## src/rtl/scope_trig_pkg.sv

```systemverilog
// Shared definitions for the scope trigger control port: register map and sizing helper.
// Optional interrupt support is enabled by defining SCOPE_TRIG_CTRL_IRQ_EN.
package scope_trig_pkg;

  localparam logic [2:0] ADDR_DATA    = 3'd0;
  localparam logic [2:0] ADDR_STATUS  = 3'd1;
  localparam logic [2:0] ADDR_IRQMASK = 3'd2;
  localparam logic [2:0] ADDR_EDGECAP = 3'd3;
  localparam logic [2:0] ADDR_OUTSET  = 3'd4;
  localparam logic [2:0] ADDR_OUTCLR  = 3'd5;
  localparam logic [2:0] ADDR_PULSE   = 3'd6;

  // Ceiling log2; returns 0 for values <= 1.
  function automatic int clog2(input int value);
    int result;
    result = 0;
    for (int i = 0; i < 31; i++) begin
      if ((1 << i) < value) result = i + 1;
    end
    return result;
  endfunction

endpackage

```

## src/rtl/scope_sync2.sv

```systemverilog
// Parametrised-width two-flop synchroniser with asynchronous active-high reset.
// Shared by the scope status blocks.
module scope_sync2 #(
  parameter int unsigned WIDTH = 1
) (
  input  logic             clk,
  input  logic             reset,
  input  logic [WIDTH-1:0] d,
  output logic [WIDTH-1:0] q
);

  logic [WIDTH-1:0] stage1_q;
  logic [WIDTH-1:0] stage2_q;

  always_ff @(posedge clk or posedge reset) begin
    if (reset) begin
      stage1_q <= '0;
      stage2_q <= '0;
    end else begin
      stage1_q <= d;
      stage2_q <= stage1_q;
    end
  end

  assign q = stage2_q;

endmodule

```

## src/rtl/scope_trig_ctrl_pio.sv

```systemverilog
// Avalon-MM control/status port for the scope trigger path: persistent outputs, timed strobes,
// synchronised status with edge capture. Define SCOPE_TRIG_CTRL_IRQ_EN for the masked interrupt.
module scope_trig_ctrl_pio
  import scope_trig_pkg::*;
#(
  parameter int unsigned WIDTH     = 5,
  parameter logic [31:0] RESET_VAL = 32'd3,
  parameter int unsigned STATUS_W  = 4,
  parameter int unsigned PULSE_LEN = 4
) (
  input  logic                clk,
  input  logic                reset,
  input  logic [2:0]          address,
  input  logic                chipselect,
  input  logic                write_n,
  input  logic [31:0]         writedata,
  output logic [31:0]         readdata,
  input  logic [STATUS_W-1:0] status_in,
  output logic [WIDTH-1:0]    out_port,
  output logic [WIDTH-1:0]    pulse_out,
  output logic                irq
);

  localparam int unsigned      CntW     = clog2(PULSE_LEN) + 1;
  localparam logic [CntW-1:0]  CntLoad  = CntW'(PULSE_LEN - 1);
  localparam logic [WIDTH-1:0] OutReset = RESET_VAL[WIDTH-1:0];

  logic                wr;
  logic [WIDTH-1:0]    wd_out;
  logic [STATUS_W-1:0] wd_st;
  logic                unused_wd;

  assign wr        = chipselect & ~write_n;
  assign wd_out    = writedata[WIDTH-1:0];
  assign wd_st     = writedata[STATUS_W-1:0];
  assign unused_wd = ^writedata;

  // Persistent output register
  logic [WIDTH-1:0] out_q, out_d;

  always_comb begin
    out_d = out_q;
    if (wr) begin
      case (address)
        ADDR_DATA:   out_d = wd_out;
        ADDR_OUTSET: out_d = out_q | wd_out;
        ADDR_OUTCLR: out_d = out_q & ~wd_out;
        default:     ;
      endcase
    end
  end

  // Pulse engine: one shared counter, retrigger restarts the full length for every active bit
  logic [WIDTH-1:0] pulse_q, pulse_d;
  logic [CntW-1:0]  cnt_q, cnt_d;
  logic             pulse_wr;

  assign pulse_wr = wr && (address == ADDR_PULSE) && (wd_out != '0);

  always_comb begin
    pulse_d = pulse_q;
    cnt_d   = cnt_q;
    if (pulse_wr) begin
      pulse_d = pulse_q | wd_out;
      cnt_d   = CntLoad;
    end else if (pulse_q != '0) begin
      if (cnt_q == '0) pulse_d = '0;
      else             cnt_d   = cnt_q - CntW'(1);
    end
  end

  always_ff @(posedge clk or posedge reset) begin
    if (reset) begin
      out_q   <= OutReset;
      pulse_q <= '0;
      cnt_q   <= '0;
    end else begin
      out_q   <= out_d;
      pulse_q <= pulse_d;
      cnt_q   <= cnt_d;
    end
  end

  assign out_port  = out_q;
  assign pulse_out = pulse_q;

  // Status synchronisation and rising-edge capture
  logic [STATUS_W-1:0] status_sync;
  logic [STATUS_W-1:0] prev_q;
  logic [STATUS_W-1:0] rise;
  logic [STATUS_W-1:0] edge_q, edge_d;
  logic [STATUS_W-1:0] edge_clr;

  scope_sync2 #(
    .WIDTH(STATUS_W)
  ) u_status_sync (
    .clk  (clk),
    .reset(reset),
    .d    (status_in),
    .q    (status_sync)
  );

  assign rise     = status_sync & ~prev_q;
  assign edge_clr = (wr && (address == ADDR_EDGECAP)) ? wd_st : '0;
  // A rise in the same cycle as its clear keeps the bit set
  assign edge_d   = (edge_q & ~edge_clr) | rise;

  always_ff @(posedge clk or posedge reset) begin
    if (reset) begin
      prev_q <= '0;
      edge_q <= '0;
    end else begin
      prev_q <= status_sync;
      edge_q <= edge_d;
    end
  end

  logic [STATUS_W-1:0] mask_rd;

`ifdef SCOPE_TRIG_CTRL_IRQ_EN
  logic [STATUS_W-1:0] mask_q;
  logic                irq_q;

  always_ff @(posedge clk or posedge reset) begin
    if (reset) begin
      mask_q <= '0;
      irq_q  <= 1'b0;
    end else begin
      if (wr && (address == ADDR_IRQMASK)) mask_q <= wd_st;
      irq_q <= |(edge_q & mask_q);
    end
  end

  assign mask_rd = mask_q;
  assign irq     = irq_q;
`else
  assign mask_rd = '0;
  assign irq     = 1'b0;
`endif

  // Combinational read mux, valid regardless of chipselect
  always_comb begin
    readdata = '0;
    case (address)
      ADDR_DATA:    readdata = 32'(out_q);
      ADDR_STATUS:  readdata = 32'(status_sync);
      ADDR_IRQMASK: readdata = 32'(mask_rd);
      ADDR_EDGECAP: readdata = 32'(edge_q);
      ADDR_PULSE:   readdata = 32'(pulse_q);
      default:      readdata = '0;
    endcase
  end

endmodule

```

## config.mk

```make
export PLATFORM = sky130hd
export DESIGN_NAME = scope_trig_ctrl_pio
export DESIGN_NICKNAME = d
export VERILOG_FILES = /design/src/rtl/scope_trig_pkg.sv /design/src/rtl/scope_sync2.sv /design/src/rtl/scope_trig_ctrl_pio.sv
export SDC_FILE = /design/constraint.sdc
export NUM_CORES = 1
export LEC_CHECK = 0
export ABC_CLOCK_PERIOD_IN_PS = 4100
export BUFFER_PORTS_ARGS = -buffer_cell sky130_fd_sc_hd__clkbuf_2
export CORE_AREA = 2 2 60 62
export DETAILED_ROUTE_END_ITERATION = 10
export DIE_AREA = 0 0 62 64
export HOLD_SLACK_MARGIN = 0.12
export PLACE_DENSITY = 0.86
export SETUP_SLACK_MARGIN = 0.15
export SKIP_LAST_GASP = 1
export SYNTH_ARGS = -nofsm -noshare
export SYNTH_HDL_FRONTEND = slang
export SYNTH_SLANG_ARGS = --single-unit
```

## constraint.sdc

```tcl
create_clock -name clk -period 4.1 [get_ports clk]
set_clock_uncertainty 0.2 [all_clocks]
set_input_delay 0 -clock clk [delete_from_list [all_inputs] [get_ports clk]]
set_output_delay 0 -clock clk [all_outputs]
set_load 0.02 [all_outputs]
```

==> impl_metrics.ini <==
[sta]
setup_tns_ns = 0
report.final.hold_viol_count = 0
finalCritPeriodShare_pct = 73.7
maxSlewHeadroom_pct = 30.9
max_freq_ghz = 0.331
setup_ws_ns = 1.08
worst_slew_pin_slew_ns = 1.04
slew_violations = 0
fin_crit_ns = 3.02
rsz0062_at_grt = false
timing.final.setup_violations = 0

[detailed_routing]
drt_pre_antenna_iters = 4
finalWirelength_um = 2890
starting_drc_count_in_detailed_routing = 47
wl_per_cell_um = 12.0
routed_via_density = 4.60
drc = 0
antenna_violating_nets_post_route = 0
total_number_of_vias = 1113

[clocking]
ctsHoldBuffers = 21
path_clk_slew_ns = 0.08
total_cts_buffers = 5
h-tree-depth = 2
root_buffer = clkbuf_4
cts_tree = built
clk_latency_ns = 0.31
clk_path_buf_depth = 2
post_cts.resized_instances = 0
cts_sinks = 29
post_cts_setup_buffers = 0

[power_and_ir_drop]
power.static_leakage_nw = 0.937
pwr_density_cell_mw_per_mm2 = 492
ir_drop_mv = 0.186

[finish]
final_common_cell = clkbuf_2
final_cell_mix = clkbuf_2 (30), conb_1 (28), dfrtp_1 (27)
areaGrowthSynthToFinish_pct = 24.1
nets = 240
diodes = 0
drive_above_1_share_pct = 21.9

[placement]
gp_routability_congestion = 0.849
hpwlAfterDp_um = 1910
placement.setup.worst_slack_ns = 2.37
portBuffers = 30

[logic_synthesis]
synth-xor-area-share_pct = 0.596
synthDominantCellAreaShare_pct = 46.0
netlist_area_mm2 = 0.00147
synth_compound_gate_area_share_pct = 16.6
synth_mux_area_share_pct = 2.72
synth-async-reset-ratio_pct = 100
yosys.area_share.adder_pct = 1.70
unique_cell_type_count_in_the_yosys_netlist = 29
synth_largest_area_cell = dfrtp_1
synthFlopType = dfrtp_1
number_of_enable_type_register_cells_in_the_synthesized_netlist = 0
synth-simple-area-share_pct = 11.1
yosysWarningCount = 0
synth-seq-area-share_pct = 49.5
synth.avg_cell_area_um2 = 10.4
syn_inst = 141
ys_seq_elements = 29
synthTopCellsByArea = dfrtp_1 (46%), buf_4 (14%), a22o_1 (8.3%)
synth_top_family_by_area = buffers and inverters

[floorplanning]
design.core.area_mm2 = 0.00328
ios = 86
die_width_um = 62
die_h_um = 64
placementRows = 21
floorplan.die_area_mm2 = 0.00397
initial_utilization_pct = 44.8

[worst_setup_path]
path_buf_inv = 5
timing.critical_path.max_delay_family = buffers and inverters
critical_path_class = input port to register
crit_path_end_kind = register
worst-endpoint-required_ns = 4.10
worst_ep_arrival_time_ns = 3.02
critical-path-slowest-cell = dlygate4sd3_1
critical_path_peak_fanout = 4
cp_cell_sequence = dlygate4sd3_1, clkbuf_2, nand2b_1, dlygate4sd3_1, nor3_1, dlygate4sd3_1, o21ai_0, dlygate4sd3_1, a22o_1
path_common_cell = dlygate4sd3_1
critical_path_start_type = input port
critical_path.max_stage_delay_ns = 0.65

[grt]
grt.overflow.total = 0
antenna_found_initial = 0
global_routing_usage_summed_across_all_routing_layers_pct = 16.2
grt_pass1_wl_um = 4660
grt_start_max_net_pins = 30
grt_pass1_vias = 1008

[status]
run_status = complete, no violations

[min_path]
timing.hold.worst.class = input port to register

[job]
number_of_max_capacitance_violations_reported = 0
layer usage:
layer | vias to the layer above | share of wire (%) | GRT usage (%)
met5 | - | 0 | 0
met4 | 0 | 1.2 | 7.98
met3 | 6 | 5.9 | 4.05
met2 | 49 | 49 | 24.6
met1 | 519 | 44 | 21.1
li1 | 539 | - | -
area by class of cell:
cell class / instances / area [µm²]
Multi-Input combinational cell: 99 / 586
Fill cell: 311 / 1460
Tap cell: 46 / 57.6
Inverter: 9 / 33.8
Sequential cell: 29 / 728
Timing Repair Buffer: 51 / 360
Clock buffer: 8 / 58.8
power breakdown:
| group | leakage (nW) | switching [mW] | internal (mW) |
|---|---|---|---|
| clock network | 0.0326 | 0.0879 | 0.0845 |
| logic | 0.570 | 0.192 | 0.137 |
| registers | 0.334 | 0.0491 | 0.347 |
cells in the mapped netlist (all sizes together), types with 2 or more instances:
cell    n
a22o   15
nand3   5
inv     9
dfstp   2
o21ai  10
nor3    3
mux2i   4
ha      2
nor2    5
and2    3
nand2   9
a21oi   6
dfrtp  27
buf    30
state kept, by name, indices dropped and copies added (netlist names):
name and count:
cnt_q 3, edge_q 4, out_port 5, prev_q 4
pulse_out 5, u_status_sync.q 4, u_status_sync.stage1_q 4
stage by stage:
step / cells / hold WS [ns] / total power, mW / cell area [µm²] / utilization, %
after global routing: 242 / 0.136 / 0.968 / 1820 / 55.5
after floorplan: 168 / -0.169 / 0.635 / 1570 / -
after detailed placement: 213 / -0.0904 / 0.704 / 1560 / 47.4
final: 242 / 0.135 / 0.897 / 1820 / 55.5
after CTS: 242 / 0.123 / 0.902 / 1820 / 55.5
after global placement: 213 / -0.0917 / 0.693 / 1560 / 47.4
final timing paths:
kind / start / endpoint / slack, ns / cells past startpoint
min in group asynchronous: reset / u_status_sync.stage1_q[0]$_DFF_PP0_ / 0.26 / 3
worst max-delay path: chipselect / out_port[3]$_DFFE_PP0P_ / 1.08 / 9
worst max register to register: cnt_q[0]$_DFFE_PP0P_ / pulse_out[0]$_DFFE_PP0P_ / 2.23 / 6
worst min register to register: u_status_sync.stage1_q[1]$_DFF_PP0_ / u_status_sync.q[1]$_DFF_PP0_ / 0.15 / 0
worst min-delay path: status_in[3] / u_status_sync.stage1_q[3]$_DFF_PP0_ / 0.13 / 2
max in group asynchronous: reset / cnt_q[1]$_DFFE_PP0P_ / 2.81 / 3
kinds of logic (layout without fill, tap and decap cells):
family,count (synthesis),in the layout
other cells,1,28
xor+xnor,1,1
mux,4,4
compound gates,33,33
fa+ha+maj,2,2
flops,29,29
simple gates,31,31
buf+inv,40,68
(Power assumes the default switching activity.)
